--- src/rtl/capture_ctrl_pkg.sv ---
// Shared types and defaults for the LA_dig capture sequencer.
package capture_ctrl_pkg;

    localparam int LA_AW = 4;

    typedef enum logic [2:0] {
        IDLE,
        FILL,
        ARMED,
        POST,
        DONE
    } cap_state_t;

endpackage

--- src/rtl/capture_ctrl_if.sv ---
// Control/status bundle between cmd_cfg, trigger logic, RAM write port and capture_ctrl.
// Handshake: inputs are plain levels or one-cycle strobes sampled on clk; no valid/ready pairs.
interface capture_ctrl_if #(parameter int AW = capture_ctrl_pkg::LA_AW);
    import capture_ctrl_pkg::*;

    logic          run;
    logic          wrt_smpl;
    logic          trig;
    logic [AW-1:0] trig_pos;
    logic          cap_done_clr;
    logic          we;
    logic [AW-1:0] waddr;
    logic          armed;
    logic          triggered;
    logic          capture_done;
    logic [AW-1:0] trig_addr;
    cap_state_t    state;

    modport slave (
        input  run, wrt_smpl, trig, trig_pos, cap_done_clr,
        output we, waddr, armed, triggered, capture_done, trig_addr, state
    );

    modport master (
        output run, wrt_smpl, trig, trig_pos, cap_done_clr,
        input  we, waddr, armed, triggered, capture_done, trig_addr, state
    );

endinterface

--- src/rtl/capture_ctrl.sv ---
// Capture sequencer: fill, arm, trigger and post-trigger phases over a circular sample RAM.
// The buffer freezes in DONE until cmd_cfg releases it with cap_done_clr.
module capture_ctrl
    import capture_ctrl_pkg::*;
#(
    parameter int AW = LA_AW
) (
    input  logic         clk,
    input  logic         rst_n,
    capture_ctrl_if.slave cap
);

    localparam int           DEPTH   = 2 ** AW;
    localparam logic [AW:0]  DEPTH_C = (AW + 1)'(DEPTH);

    cap_state_t    state_q, state_n;
    logic [AW-1:0] waddr_q, waddr_n;
    logic [AW-1:0] trig_addr_q, trig_addr_n;
    logic [AW:0]   smpl_cnt_q, smpl_cnt_n;
    logic [AW-1:0] post_cnt_q, post_cnt_n;
    logic          armed_q, armed_n;
    logic          trig_q, trig_n;
    logic          done_q, done_n;
    logic          we;

    assign we = cap.wrt_smpl & (state_q inside {FILL, ARMED, POST});

    always_ff @(posedge clk or negedge rst_n) begin
        if (!rst_n) begin
            state_q     <= IDLE;
            waddr_q     <= '0;
            trig_addr_q <= '0;
            smpl_cnt_q  <= '0;
            post_cnt_q  <= '0;
            armed_q     <= 1'b0;
            trig_q      <= 1'b0;
            done_q      <= 1'b0;
        end else begin
            state_q     <= state_n;
            waddr_q     <= waddr_n;
            trig_addr_q <= trig_addr_n;
            smpl_cnt_q  <= smpl_cnt_n;
            post_cnt_q  <= post_cnt_n;
            armed_q     <= armed_n;
            trig_q      <= trig_n;
            done_q      <= done_n;
        end
    end

    always_comb begin
        state_n     = state_q;
        waddr_n     = waddr_q;
        trig_addr_n = trig_addr_q;
        smpl_cnt_n  = smpl_cnt_q;
        post_cnt_n  = post_cnt_q;
        armed_n     = armed_q;
        trig_n      = trig_q;
        done_n      = done_q;

        if (we) waddr_n = waddr_q + 1'b1;

        // trig_addr takes the post-write address so it points at the oldest sample.
        unique case (state_q)
            IDLE: begin
                if (cap.run) begin
                    state_n    = FILL;
                    smpl_cnt_n = '0;
                    post_cnt_n = '0;
                    armed_n    = 1'b0;
                    trig_n     = 1'b0;
                end
            end
            FILL: begin
                if (!cap.run) begin
                    state_n = IDLE;
                    armed_n = 1'b0;
                    trig_n  = 1'b0;
                end else if (we) begin
                    smpl_cnt_n = (smpl_cnt_q == DEPTH_C) ? smpl_cnt_q : smpl_cnt_q + 1'b1;
                    if (smpl_cnt_n == DEPTH_C - {1'b0, cap.trig_pos}) begin
                        state_n = ARMED;
                        armed_n = 1'b1;
                    end
                end
            end
            ARMED: begin
                if (!cap.run) begin
                    state_n = IDLE;
                    armed_n = 1'b0;
                    trig_n  = 1'b0;
                end else if (cap.trig) begin
                    trig_n = 1'b1;
                    if (cap.trig_pos == '0) begin
                        state_n     = DONE;
                        done_n      = 1'b1;
                        armed_n     = 1'b0;
                        trig_addr_n = waddr_n;
                    end else begin
                        state_n = POST;
                    end
                end
            end
            POST: begin
                if (!cap.run) begin
                    state_n = IDLE;
                    armed_n = 1'b0;
                    trig_n  = 1'b0;
                end else if (we) begin
                    post_cnt_n = post_cnt_q + 1'b1;
                    if (post_cnt_n == cap.trig_pos) begin
                        state_n     = DONE;
                        done_n      = 1'b1;
                        armed_n     = 1'b0;
                        trig_addr_n = waddr_n;
                    end
                end
            end
            DONE: begin
                if (cap.cap_done_clr) begin
                    state_n = IDLE;
                    done_n  = 1'b0;
                end
            end
            default: state_n = IDLE;
        endcase
    end

    assign cap.we           = we;
    assign cap.waddr        = waddr_q;
    assign cap.armed        = armed_q;
    assign cap.triggered    = trig_q;
    assign cap.capture_done = done_q;
    assign cap.trig_addr    = trig_addr_q;
    assign cap.state        = state_q;

endmodule

--- src/flat_wrapper.sv ---
// flat-port wrapper written by rule: the top's interface ports become plain ports
module capture_ctrl_flat import capture_ctrl_pkg::*;
#(
    parameter int AW = LA_AW
)
  (clk, rst_n, cap_run, cap_wrt_smpl, cap_trig, cap_trig_pos, cap_cap_done_clr, cap_we, cap_waddr, cap_armed, cap_triggered, cap_capture_done, cap_trig_addr, cap_state);
  capture_ctrl_if #(.AW(AW)) cap_i ();
  input  logic clk;
  input  logic rst_n;
  input wire logic [$bits(cap_i.run)-1:0] cap_run;
  input wire logic [$bits(cap_i.wrt_smpl)-1:0] cap_wrt_smpl;
  input wire logic [$bits(cap_i.trig)-1:0] cap_trig;
  input wire logic [$bits(cap_i.trig_pos)-1:0] cap_trig_pos;
  input wire logic [$bits(cap_i.cap_done_clr)-1:0] cap_cap_done_clr;
  output wire logic [$bits(cap_i.we)-1:0] cap_we;
  output wire logic [$bits(cap_i.waddr)-1:0] cap_waddr;
  output wire logic [$bits(cap_i.armed)-1:0] cap_armed;
  output wire logic [$bits(cap_i.triggered)-1:0] cap_triggered;
  output wire logic [$bits(cap_i.capture_done)-1:0] cap_capture_done;
  output wire logic [$bits(cap_i.trig_addr)-1:0] cap_trig_addr;
  output wire logic [$bits(cap_i.state)-1:0] cap_state;
  assign cap_i.run = cap_run;
  assign cap_i.wrt_smpl = cap_wrt_smpl;
  assign cap_i.trig = cap_trig;
  assign cap_i.trig_pos = cap_trig_pos;
  assign cap_i.cap_done_clr = cap_cap_done_clr;
  assign cap_we = cap_i.we;
  assign cap_waddr = cap_i.waddr;
  assign cap_armed = cap_i.armed;
  assign cap_triggered = cap_i.triggered;
  assign cap_capture_done = cap_i.capture_done;
  assign cap_trig_addr = cap_i.trig_addr;
  assign cap_state = cap_i.state;
  capture_ctrl #(.AW(AW)) u_core (.clk(clk), .rst_n(rst_n), .cap(cap_i));
endmodule
--- config.mk ---
export PLATFORM = sky130hd
export DESIGN_NAME = capture_ctrl_flat
export DESIGN_NICKNAME = d
export VERILOG_FILES = /design/src/rtl/capture_ctrl_pkg.sv /design/src/rtl/capture_ctrl_if.sv /design/src/rtl/capture_ctrl.sv /design/src/flat_wrapper.sv
export SDC_FILE = /design/constraint.sdc
export NUM_CORES = 1
export LEC_CHECK = 0
export CORE_AREA = 8 8 65 67
export CTS_BUF_LIST = sky130_fd_sc_hd__clkbuf_4
export DETAILED_ROUTE_END_ITERATION = 6
export DIE_AREA = 0 0 73 75
export GPL_ROUTABILITY_DRIVEN = 1
export PLACE_DENSITY = 0.75
export REMOVE_ABC_BUFFERS = 1
export SLEW_MARGIN = 30
export SYNTH_ARGS = -nofsm -noshare
export SYNTH_HDL_FRONTEND = slang
export SYNTH_SLANG_ARGS = --single-unit
--- constraint.sdc ---
create_clock -name clk -period 2.04 [get_ports clk]
set_input_delay 0.408 -clock clk [delete_from_list [all_inputs] [get_ports clk]]
set_output_delay 0.408 -clock clk [all_outputs]
set_load 0.1 [all_outputs]
After elaboration in Yosys (flattened, before gate mapping)
Index checks and enable logic that the tools add are counted.

word-level totals
  flip-flop bits (word level) = 23
  input port bits = 10
  output and inout port bits = 15
  logic and storage cells = 106

cells by class
  add/sub/neg operators = 4
  equality and inequality tests = 24
  multiplexer cells = 52
  bitwise gates (word level) = 1
  reductions and logical operators = 17

operator list
  kind                                             count
  two-way mux 4 bit                                10
  two-way mux 3 bit                                11
  inequality test 2 bit, second input constant     11
  two-way mux 1 bit                                20
  two-way mux 5 bit                                4
  inequality test 3 bit, second input constant     6
  one-hot mux 4 bit (2 select lines)               2
  AND reduction 8 bit                              2
  one-hot mux 3 bit (5 select lines)               1
  AND reduction 7 bit                              2
  AND reduction 4 bit                              3
  one-hot mux 5 bit (2 select lines)               1
  nonzero test 3 bit                               3
  adder 4 x 1 -> 4 bit, second input constant      2
  == test 3 x 2 -> 1 bit, second input constant    2
  one-hot mux 1 bit (3 select lines)               2
  nonzero test 2 bit                               3
  adder 5 x 1 -> 5 bit, second input constant      1
  == test 5 bit                                    1
  == test 5 bit, second input constant             1
  subtractor 5 x 4 -> 5 bit, first input constant  1
  == test 4 bit                                    1
  zero test 4 bit                                  1
  one-hot mux 1 bit (4 select lines)               1
  other kinds (6)                                  6

Longest topological paths before layout
Gate-level depths: netlist of run 1.

  depth in word-level cells = 8
  gate-level depth with buffers = 8
  gate-level depth less buffers = 7

Worst setup path after synthesis of run 1
OpenSTA, ideal clock, no wires.

  kind = register -> register
  from = register u_core.state_q[0], in the netlist u_core.cap.state[0]
  to = register u_core.trig_addr_q[3], in the netlist u_core.cap.trig_addr[3]
  library setup time = 125 ps
  data arrival time = 4394 ps
  data required time = 1915 ps
  setup slack = -2479 ps
  cell stages (with the launch flop) = 7
  buffers on the path = 1
  clock period less this slack = 4519 ps
  cells stage by stage = dfrtp_1 -> clkbuf_1 -> nor2_1 -> nor3_1 -> nand4_1 -> xnor2_1 -> mux2_2

between the ends
  cells in the longest elaborated chain, start to end = 8
  elaborated cells between the ends (all ways) = 21
  those cells by class = eq/ne: 9; mux: 8; bitwise: 1; reduce/logical: 3

RTL lines
  what                                                                     RTL line                                 text
  from (decl)                                                              capture_ctrl.sv:16                       cap_state_t state_q, state_n;
  from (signal assigned)                                                   capture_ctrl.sv:39                       state_q <= state_n;
  == test 3 x 1 -> 1 bit / == test 3 x 2 -> 1 bit (equally long branches)  capture_ctrl.sv:26                       assign we = cap.wrt_smpl & (state_q inside {FILL, ARMED, POST});
  nonzero test 3 bit *                                                     capture_ctrl.sv:26
  AND 1 bit *                                                              capture_ctrl.sv:26
  via cap_we                                                               flat_wrapper.sv:15                       output wire logic [$bits(cap_i.we)-1:0] cap_we;
  two-way mux 4 bit *                                                      capture_ctrl.sv:60                       if (we) waddr_n = waddr_q + 1'b1;
  two-way mux 4 bit, on equally long branches                              capture_ctrl.sv:110, capture_ctrl.sv:93
  two-way mux 4 bit, on equally long branches                              capture_ctrl.sv:108, capture_ctrl.sv:91
  two-way mux 4 bit, on equally long branches                              capture_ctrl.sv:104, capture_ctrl.sv:87
  one-hot mux 4 bit (2 select lines) *                                     capture_ctrl.sv:63                       unique case (state_q)
  via u_core.trig_addr_n[3]                                                capture_ctrl.sv:18                       logic [AW-1:0] trig_addr_q, trig_addr_n;
  to (signal assigned)                                                     capture_ctrl.sv:41                       trig_addr_q <= trig_addr_n;
  to (decl)                                                                capture_ctrl.sv:18

Mark *: on every way through the listed nets, which the timed path passes. The rest lies on a longest branch. The select of a mux whose other input is x is not followed.
A chain may end at the register's enable or synchronous reset.

Worst setup path after layout of run 1
  from = input port cap_trig_pos[1]
  to = register u_core.state_q[0], in the netlist u_core.cap.state[0]

between the ends
  cells in the longest elaborated chain, start to end = 5
  elaborated cells between the ends (all ways) = 11
  those cells by class = add/sub: 1; eq/ne: 4; mux: 4; reduce/logical: 2

RTL lines
  what                                                               RTL line            text
  from (decl)                                                        flat_wrapper.sv:13  input wire logic [$bits(cap_i.trig_pos)-1:0] cap_trig_pos;
  branches (longest 5 deep; another with subtractor 5 x 4 -> 5 bit)  -

Parallel ways; which one is timed is not known. The select of a mux whose other input is x is not followed.

==> flow_summary.toml, run 1 <==
[status]
status = "finished with violations"
violations = "negative setup slack"

[clock_tree]
path_clk_slew_ns = 0.13
clock_path_buffers = 2
clock-sinks = 23
cts_buffers = 3
root_buffer = "clkbuf_4"
cts_tree = "built"
clk_latency_ns = 0.31
cts_hold_buf = 0
h-tree-depth = 1

[timing]
worst_pin_slew_ns = 0.3613
finalSetupTns_ns = -0.05728
finalWorstSetupSlack_ns = -0.05728
drv_slew = 0
skew_ns = 0.004768
whs_ns = 0.4475
min_period_over_period_pct = 102.8
slew_headroom_pct = 75.92
setup_viol_count_final = 1
fmax_mhz = 476.8
fin_crit_ns = 2.097
hold_viol = 0
rsz0062_at_grt = "yes"

[setup_path]
required_ns = 2.25
crit_type = "in2reg"
cp-start-kind = "input pin"
cp-end-kind = "flop"
cp_max_fo = 2
reg2reg_setup_slack_ns = -0.04
r2r_start = "u_core.smpl_cnt_q[0]"
r2r_end = "u_core.cap.state[0]"
cp.arrival_ns = 2.31
reg2reg_depth = 8

[synthesis]
synth_area_per_cell_um2 = 9.262
synth_seq_cells = 23
synth_cell_types = 40
syn_area_um2 = 1519
netlist.area_leader.share_pct = 37.89
synth_largest_area_cell = "dfrtp_1"
syn_inst = 164
synth_most_common_cell = "dfrtp_1"
synth_edf_count = 0
synth_common_cells = "dfrtp_1, xnor2_1, nand2_1, o21ai_0"
async_flop_share_pct = 100.0
ys_seq_area_share_pct = 37.89
ys_warn_count = 0
ys_top_cells_by_area = "dfrtp_1, xnor2_1, ha_1"
ys.flop_type = "dfrtp_1"

[floorplanning]
dieHeight_um = 75
rows = 21
start_util_pct = 47.00
ios = 25
die_w_um = 73
core_um2 = 3232
die_area_um2 = 5475

[final_layout]
multiInputGateArea_um2 = 952.2
register_area_um2 = 575.6
num_antenna_cells = 0
final_nets = 245
fillers = 253
area_growth_pct = 47.78
drive_gt1_share_pct = 38.86

[routing]
num_vias = 1492
drt_iter0_markers = 100
drt-wirelength-per-cell_um = 15.44
postRouteAntennaNets = 0
drc = 0
drt-total-wl_mm = 4.247
dr.pass1.iters = 4
vias_per_cell = 5.425

[pwr]
pwr_density_cell_nw_per_um2 = 923.4
p_leak_nw = 1.035
peakVddDrop_v = 0.001257

[placement]
io_buffers = 24
hpwl_mm = 3.197
place_congestion = 0.8725

[grt]
grt_pass1_vias = 1524
overflow = 0
antenna_found_initial = 0
grt_usage_pct = 16.16
grt_pass1_wl_mm = 6.962
grt_max_degree = 24

[flow_run]
cap_violations = 0

[hold_path]
hp-class = "in2async"
[critical path: stages]
cell,delay [ns]
dlygate4sd2_1,0.24
inv_1,0.06
ha_2,0.17
or3b_4,0.40
xnor2_2,0.14
xnor2_1,0.12
or4_4,0.49
o221a_1,0.27
[per-layer routing]
layer  track usage (%)  routed length [µm]  up-vias
li1                  -                   -      720
met4             5.333                  42        0
met3             3.329                 233        4
met2             29.79                2228       57
met5                 0                   0        -
met1             18.06                1743      711
[logic make-up after synthesis]
| group | count (synthesis) | share of synthesized area (%) |
|---|---|---|
| simple gates | 52 | 18.04 |
| compound gates | 42 | 18.86 |
| xor+xnor | 18 | 11.78 |
| buf+inv | 18 | 4.942 |
| fa+ha+maj | 5 | 4.119 |
| mux | 6 | 4.365 |
| flops | 23 | 37.89 |
[cell usage in the layout, fill, tap and decap left out, drive strengths merged, types with 6 or more instances in the layout]
cell / count
xnor2: 13
dfrtp: 23
a21oi: 7
o21ai: 10
nand3: 9
nand2: 11
inv: 9
buf: 60
nor2: 9
clkdlybuf4s50: 6
[final cells by class]
| cell class | count | area share (%) |
|---|---|---|
| repair buffers | 69 | 26.37 |
| clock buffers | 4 | 1.338 |
| multi-input cells | 123 | 42.42 |
| flip-flops and latches | 23 | 25.64 |
| well taps | 46 | 2.564 |
| inverters | 10 | 1.672 |
[worst max-delay path by stage]
stage / from / end / depth (start not counted)
after global routing: u_core.smpl_cnt_q[0] / u_core.cap.state[0] / 8
after CTS: cap_trig_pos[1] / u_core.cap.state[0] / 8
final: cap_trig_pos[1] / u_core.cap.state[0] / 8
after detailed placement: cap_trig_pos[0] / u_core.cap.state[0] / 8
after global placement: cap_trig_pos[0] / u_core.cap.state[0] / 8
after floorplan: u_core.cap.state[0] / u_core.cap.trig_addr[3] / 5
[power by group]
group / switching [mW] / internal (mW) / total [mW]
Sequential: 0.0898 / 0.544 / 0.634
Combinational: 0.775 / 0.439 / 1.21
Clock: 0.135 / 0.0895 / 0.225
Total: 1.00 / 1.07 / 2.07
[what timing repair did]
item	CTS	global route
hold endpoints to repair	0	0
pin swaps	10	2
resized for setup	18	6
buffers inserted	3	3
setup endpoints to repair	9	8
[through the flow]
step	area (µm²)	setup slack [ns]	utilization, %	total power [mW]	instances
global route	2245	-0.1394	69.45	2.183	275
CTS	2190	-0.02828	67.75	2.042	272
finish	2245	-0.05728	69.45	2.073	275
detailed placement	2085	-0.5462	64.50	1.756	265
global placement	2085	-0.4958	64.50	1.731	265
floorplan	1481	-2.496	-	1.387	156
[state kept, by name, summed over array words and instances, names as in the netlist]
signal	cells
u_core.cap.capture_done	1
u_core.post_cnt_q	4
u_core.cap.triggered	1
u_core.cap.waddr	4
u_core.cap.trig_addr	4
u_core.smpl_cnt_q	5
u_core.cap.armed	1
u_core.cap.state	3
No activity file was read; power rests on OpenSTA's default activity.
==> run 2, diff against run 1 <==
--- a/config.mk
+++ b/config.mk
@@ -5,12 +5,14 @@
 export SDC_FILE = /design/constraint.sdc
 export NUM_CORES = 1
 export LEC_CHECK = 0
-export CORE_AREA = 8 8 65 67
+export CELL_PAD_IN_SITES_DETAIL_PLACEMENT = 1
+export CELL_PAD_IN_SITES_GLOBAL_PLACEMENT = 1
+export CORE_AREA = 8 8 73 75
 export CTS_BUF_LIST = sky130_fd_sc_hd__clkbuf_4
 export DETAILED_ROUTE_END_ITERATION = 6
-export DIE_AREA = 0 0 73 75
+export DIE_AREA = 0 0 81 83
 export GPL_ROUTABILITY_DRIVEN = 1
-export PLACE_DENSITY = 0.75
+export PLACE_DENSITY_LB_ADDON = 0.1
 export REMOVE_ABC_BUFFERS = 1
 export SLEW_MARGIN = 30
 export SYNTH_ARGS = -nofsm -noshare
==> run 2 against run 1 <==
  * The run still ends with negative setup slack left
  * Power is 3.8% higher
  * Sequential cell count stayed put
  * Global-route usage is 0.85 points lower
  * Clock-buffer cell count is 1 lower
  * Critical endpoint unchanged
==> flow_summary.toml, run 2 (synthesized netlist as in run 1, its figures left out) <==
[status]
status = "finished with violations"
violations = "negative setup slack"

[final_layout]
final_common_cell = "buf_4"
largest_register_ffs = 5
num_antenna_cells = 0
post-route-util_pct = 55.03
drive_gt1_share_pct = 40.77
layout_common_cells = "buf_4, dfrtp_1, nand2_1, o21ai_0"
fillers = 494
regMostFlops = "u_core.smpl_cnt_q"
final_nets = 249
area_growth_pct = 52.31

[placement]
hpwl_mm = 3.786
place_congestion = 0.7546
io_buffers = 24

[timing]
finalSetupTns_ns = -0.05234
fin_crit_ns = 2.092
setup_viol_count_final = 1
rsz0062_at_grt = "yes"
finalWorstSetupSlack_ns = -0.05234
fmax_mhz = 477.9
worst_pin_slew_ns = 0.3451
skew_ns = 0.008988
hold_viol = 0
whs_ns = 0.4163
slew_headroom_pct = 76.70
min_period_over_period_pct = 102.6
drv_slew = 0

[setup_path]
reg2reg_depth = 8
cp-end-kind = "flop"
slowest_delay_ns = 0.47
crit_chain = "inv_2 -> ha_4 -> nor4bb_4 -> buf_4 -> xnor2_2 -> nand4_1 -> or4_4 -> o221a_1"
crit_family = "simple AND/OR/NAND/NOR gates"
reg2reg_setup_slack_ns = -0.05
cp.arrival_ns = 2.33
crit_slowest_cell = "or4_4"
cp_max_fo = 3
path_buf_inv = 2
r2r_end = "u_core.cap.state[0]"
cp-start-kind = "flop"
r2r_start = "u_core.smpl_cnt_q[1]"
required_ns = 2.27
crit_type = "reg2reg"

[routing]
vias_per_cell = 5.400
num_vias = 1539
drt_iter0_markers = 51
drc = 0
drt-total-wl_mm = 4.962
dr.pass1.iters = 4
drt-wirelength-per-cell_um = 17.41
postRouteAntennaNets = 0

[pwr]
comb_power_share_pct = 59.8
switching_power_mw = 1.054
pwr_density_cell_nw_per_um2 = 929.5
p_leak_nw = 1.060
seq_power_share_pct = 29.8
switching_share_pct = 49.01
clock_power_share_pct = 10.4
internal_power_mw = 1.096
peakVddDrop_v = 0.0007766

[grt]
overflow = 0
grt_pass1_wl_mm = 8.335
grt_pass1_vias = 1723
grt_usage_pct = 15.32
grt_max_degree = 24
antenna_found_initial = 0

[clock_tree]
clk_latency_ns = 0.33
cts_buffers = 3
path_clk_slew_ns = 0.14
root_buffer = "clkbuf_4"
cts_tree = "built"
clock-sinks = 23
h-tree-depth = 1
clock_path_buffers = 2

[floorplanning]
core_um2 = 4204
start_util_pct = 36.13
rows = 24
die_w_um = 81
die_area_um2 = 6723
ios = 25
dieHeight_um = 83

[flow_run]
cap_violations = 0

[hold_path]
hp-class = "in2async"
## run 2: cell count changes in the layout (fill, tap and decap cells not counted), sizes merged
cell,previous run,this run
clkinv,1,2
clkbuf,4,3
dlygate4sd2,2,3
buf,60,64
clkdlybuf4s50,6,4
clkdlybuf4s15,1,2
## run 2: area by class of cell
type / count / area, µm² / area share, %
Timing Repair Buffer: 73 / 631.9 / 27.31
Clock buffer: 3 / 22.52 / 0.9735
Multi-Input combinational cell: 123 / 975.9 / 42.18
Clock inverter: 1 / 5.005 / 0.2163
Inverter: 10 / 37.54 / 1.622
Tap cell: 52 / 65.06 / 2.812
Sequential cell: 23 / 575.6 / 24.88
## run 2: how the worst max path moves through the flow
stage | from | cells past startpoint | end | slack [ns]
global placement | cap_trig_pos[0] | 8 | u_core.cap.state[0] | -0.50
global route | u_core.smpl_cnt_q[1] | 8 | u_core.cap.state[0] | -0.15
finish | u_core.smpl_cnt_q[1] | 8 | u_core.cap.state[0] | -0.05
CTS | u_core.cap.state[0] | 5 | cap_we | -0.01
floorplan | u_core.cap.state[0] | 5 | u_core.cap.trig_addr[3] | -2.50
detailed placement | cap_trig_pos[0] | 8 | u_core.cap.state[0] | -0.59
## run 2: power groups by stage
stage / clock [mW] / combinational (mW) / sequential, mW
floorplan: 0 / 0.312 / 1.07
detailed placement: 0 / 1.16 / 0.640
finish: 0.223 / 1.29 / 0.640
global placement: 0 / 1.12 / 0.631
CTS: 0.234 / 1.25 / 0.637
global route: 0.250 / 1.37 / 0.657
## run 2: per-layer routing
metal,GRT usage [%],vias to the layer above,share of wire (%)
li1,-,724,-
met1,18.00,765,42
met3,2.047,15,3.0
met4,5.041,0,2.6
met5,0,-,0
met2,27.23,35,53
## run 2: repair_timing
action                                  CTS  global route
setup buffers                             7             3
gates resized for setup                  27             6
endpoints found under the setup margin    9             7
pin swaps                                12             4
hold endpoints to repair                  0             0
hold buffers                              0             0
## run 2: per-stage QoR
stage	power (mW)	cells	cell area (µm²)	setup WS, ns
2_1_floorplan	1.387	156	1481	-2.496
3_3_place_gp	1.749	271	2092	-0.5021
3_5_place_dp	1.803	271	2092	-0.5911
4_1_cts	2.123	282	2253	-0.01325
5_1_grt	2.277	285	2313	-0.1459
6_report	2.150	285	2313	-0.05234
## run 2: worst register-to-register path, delay by kind of cell, from the launching register on
kind	cells	cell delay [ns]
compound gates	1	0.28
flops	1	0.44
xor+xnor	1	0.10
simple gates	3	0.77
fa+ha+maj	1	0.14
buf+inv	2	0.28
==> patch 1: new RTL, settings of run 1 <==
Take the reset off `waddr_q` and `trig_addr_q` and load them in a clocked block of their own.
--- a/src/rtl/capture_ctrl.sv
+++ b/src/rtl/capture_ctrl.sv
@@ -30,4 +30,2 @@
             state_q     <= IDLE;
-            waddr_q     <= '0;
-            trig_addr_q <= '0;
             smpl_cnt_q  <= '0;
@@ -39,4 +37,2 @@
             state_q     <= state_n;
-            waddr_q     <= waddr_n;
-            trig_addr_q <= trig_addr_n;
             smpl_cnt_q  <= smpl_cnt_n;
@@ -47,2 +43,7 @@
         end
+    end
+
+    always_ff @(posedge clk) begin
+        waddr_q     <= waddr_n;
+        trig_addr_q <= trig_addr_n;
     end
Formal check against the unedited RTL: differs if rst_n is asserted again (counterexample within 4 cycles, from zero or initial values and one cycle with rst_n low); with rst_n held inactive, the same outputs for 10 cycles.
==> patch 1 against run 1 <==
Design area shrank 9.4%; worst setup slack gained 110 ps; first-iteration DRC count shrank 40%; count of clock-buffer cells in the layout is the same; power grew 30%; sequential power grew 15%; maximum frequency grew 5.6%; non-clock buffer count shrank 22; wire length shrank 12%; sequential cell count is the same; synthesized area shrank 3.1%.
==> patch 1: results (changes against run 1) <==
metric,value,unit,change
status,"finished, final reports clean",,was finished with violations
Clk pwr share,8.5,%,was 10.8%
post-place setup slack,-442,ps,was -546 ps
fin cells,247,,was 275
metal3 WL,176,um,was 233 um
"Arr. time, crit path",2220,ps,was 2310 ps
clk slew on worst S/H paths,130,ps,about the same
initial drt markers,60,,was 100
M1 WL,1.57,mm,was 1.74 mm
GR Util All Layers,14.2,%,was 16.2%
Pwr Density,1330,nW/um^2,was 923 nW/um^2
slew margin rel.,67.1,%,was 75.9%
library cells used by synthesis,42,,was 40
Fin Hold WS,405,ps,was 447 ps
grt met1 use,16.4,%,was 18.1%
share of layout cells above drive strength 1,29.0,%,was 38.9%
Leak,0.923,nW,was 1.03 nW
RD Place Congestion,0.886,,was 0.873
worst r2r dst,u_core.cap.state[1],,was u_core.cap.state[0]
Final #Nets,216,,was 245
crit path max fanout,4,,was 2
placed cell count,241,,was 265
share of the yosys chip area belonging to registers,39.1,%,was 37.9%
delay of the slowest critical-path stage,540,ps,was 490 ps
Worst R2R Start,u_core.post_cnt_q[2],,was u_core.smpl_cnt_q[0]
Reg2Reg Depth,5,,was 8
Post-synth ARST share,65.2,%,was 100%
"top cells by area, synth","dfrtp_1 26%, edfxtp_1 8.2%, xnor2_1 6.5%",,"was dfrtp_1 38%, xnor2_1 6.9%, ha_1 4.1%"
placed cell area,1920,sq um,was 2080 sq um
Comb group,1.74,mW,was 1.21 mW
Synth Area per Inst,9.37,sq um,was 9.26 sq um
R2R Setup Slk,50,ps,was -40 ps
synth cell count leaders,"15 x dfrtp_1, 15 x nand2_1, 11 x inv_1, 11 x xnor2_1, 8 x nand3_1",,"was 23 x dfrtp_1, 12 x xnor2_1, 11 x nand2_1"
met2 usage,25.6,%,was 29.8%
Post-synth EDFFs,4,,was 0
"Req. time, crit path",2280,ps,was 2250 ps
VDD IR max,0.812,mV,was 1.26 mV
GR Layer Usage met3,3.46,%,was 3.33%
IO Port Bufs,24,,unchanged
Vias/cell,5.37,,was 5.43
HPWL after DPL,2.85,mm,was 3.20 mm
wire length on met2,1.95,mm,was 2.23 mm
Ys Warns,0,,unchanged
first-pass GRT wire length,6.21,mm,was 6.96 mm
skew final,2.69,ps,was 4.77 ps
cts bufs inserted,3,,unchanged
Switching Share,52.0,%,was 48.2%
## patch 1: repair_timing
| item | CTS | global route |
|---|---|---|
| pin swaps | 3 | 1 |
| setup buffers | 1 | 0 |
| resized for setup | 4 | 12 |
| endpoints found under the setup margin | 7 | 8 |
| hold endpoints to repair | 0 | 0 |
## patch 1: cells by family (layout without fill, tap and decap cells)
kind of cell	count (synthesis)	in the layout	share of synthesized area, %
AND/OR/NAND/NOR	55	55	20.5
buffers and inverters	19	62	4.85
other	0	1	0
adder cells (fa/ha/maj)	5	5	4.25
flip-flops	23	23	39.1
multiplexers	3	3	2.13
XOR/XNOR	18	18	12.6
AO/OA/AOI/OAI	34	34	16.6
## patch 1: worst max path at each step
stage / slack, ps / endpoint / startpoint
6_report: 50 / u_core.cap.state[1] / u_core.post_cnt_q[2]
5_1_grt: 10 / u_core.cap.state[1] / u_core.post_cnt_q[2]
4_1_cts: -3 / u_core.cap.state[1] / cap_trig_pos[2]
3_5_place_dp: -440 / u_core.cap.armed / cap_trig_pos[0]
3_3_place_gp: -350 / u_core.cap.state[0] / cap_trig_pos[0]
2_1_floorplan: -1890 / u_core.cap.trig_addr[0] / u_core.cap.state[0]
## patch 1: critical path, delay by kind of cell (launching register included)
| kind | cells | cell delay, ps |
|---|---|---|
| xor+xnor | 1 | 420 |
| compound gates | 2 | 390 |
| simple gates | 2 | 630 |
| flops | 1 | 470 |
## patch 1: cell type report
class	instances	area, sq um
Multi-Input combinational cell	115	891
Clock buffer	4	30.0
Tap cell	46	57.6
Fill cell	274	1200
Antenna cell	1	2.50
Timing Repair Buffer	47	435
Inverter	11	41.3
Sequential cell	23	577
==> patch 2: new RTL, config.mk and constraints of run 1 <==
Without the edit above. Change the package constant `LA_AW` from 4 to 3.
--- a/src/rtl/capture_ctrl_pkg.sv
+++ b/src/rtl/capture_ctrl_pkg.sv
@@ -3,3 +3,3 @@
 
-    localparam int LA_AW = 4;
+    localparam int LA_AW = 3;
 
Ports: changed (resized cap_trig_addr, cap_trig_pos and cap_waddr); port bits go from 25 to 22. The function was not compared with the original's and may differ.
==> patch 2 against run 1 <==
Critical path depth is 1 higher; sequential cell count is 4 lower; design area shrank 22%; synthesized area shrank 17%; worst setup slack improved by 180 ps; power increased by 28%; core utilization shrank 16 points; wire length decreased by 24%; largest cell class unchanged; largest power group unchanged; highest routed layer unchanged.
==> patch 2: results (changes against run 1) <==
metric,value,unit,change
status,"finished, final reports clean",,was finished with violations
"FF+latch count, synth",19,,was 23
Vias/cell,5.41,,was 5.43
fraction of power consumed by sequential logic,24.0,%,was 30.6%
buffering overhead,21.8,%,was 26.4%
clk slew on worst S/H paths,110,ps,was 130 ps
nonclk buf count,41,,was 69
skew final,1.41,ps,was 4.77 ps
"Arr. time, crit path",2150,ps,was 2310 ps
VDD IR max,0.697,mV,was 1.26 mV
initial antenna violation count,0,,unchanged
comb_multi_in,103,,was 123
HPWL after DPL,2.42,mm,was 3.20 mm
Clock Power,0.209,mW,was 0.225 mW
largest net degree at the start of global routing,20,,was 24
slew margin rel.,77.2,%,was 75.9%
multi-input logic portion of the cell area,43.7,%,was 42.4%
worst r2r dst,u_core.cap.armed,,was u_core.cap.state[0]
Leak,0.823,nW,was 1.03 nW
Worst R2R Start,u_core.post_cnt_q[1],,was u_core.smpl_cnt_q[0]
"top cells by area, synth","dfrtp_1 38%, nand2_1 6.8%, ha_1 5.9%",,"was dfrtp_1 38%, xnor2_1 6.9%, ha_1 4.1%"
drt total wl,3.22,mm,was 4.25 mm
worst setup path start,cap_trig_pos[0],,was cap_trig_pos[1]
library cells used by synthesis,43,,was 40
IO Port Bufs,21,,was 24
Net Sw Power,1.48,mW,was 1.00 mW
first-pass GRT wire length,5.42,mm,was 6.96 mm
share of the yosys chip area belonging to registers,37.5,%,was 37.9%
Filler cells,312,,was 253
RD Place Congestion,0.848,,was 0.873
R2R Setup Slk,170,ps,was -40 ps
sequential cell area share,27.3,%,was 25.6%
Switching Share,55.8,%,was 48.2%
share of layout cells above drive strength 1,29.9,%,was 38.9%
Final #Nets,193,,was 245
synth cell count leaders,"23 x nand2_1, 19 x dfrtp_1, 10 x inv_1",,"was 23 x dfrtp_1, 12 x xnor2_1, 11 x nand2_1"
GR Util All Layers,12.5,%,was 16.2%
Crit-path slowest cell,clkdlybuf4s50_1,,was or4_4
initial drt markers,38,,was 100
Clock buf/inv share,1.72,%,was 1.34%
Reg2Reg Depth,7,,was 8
PostCTS Resize Cnt,2,,was 18
number of global-route vias before repair,1209,,was 1524
Crit path max-delay family,buffers and inverters,,was simple AND/OR/NAND/NOR gates
max reg flops,4,,was 5
Setup crit end,u_core.cap.state[1],,was u_core.cap.state[0]
-- patch 2: logic make-up after synthesis --
group / count (synthesis) / share of synthesized area, %
simple gates: 51 / 20.4
compound gates: 31 / 16.9
flops: 19 / 37.5
buf+inv: 17 / 5.63
xor+xnor: 9 / 8.50
mux: 6 / 5.14
fa+ha+maj: 6 / 5.93
-- patch 2: per-stage QoR --
stage                     instances  setup WS [ps]  utilization, %  area [sq um]
after detailed placement        216           -294            50.9          1650
after floorplan                 132          -1510               -          1230
final                           223            121            53.9          1740
after CTS                       223           2.80            52.9          1710
after global routing            223           18.0            53.9          1740
after global placement          216           -183            50.9          1650
-- patch 2: metal layers --
layer | vias up | track usage, % | routed length [um]
li1 | 568 | - | -
met1 | 597 | 13.8 | 1400
met2 | 34 | 22.3 | 1580
met3 | 7 | 3.20 | 176
met4 | 0 | 5.33 | 67
met5 | - | 0 | 0
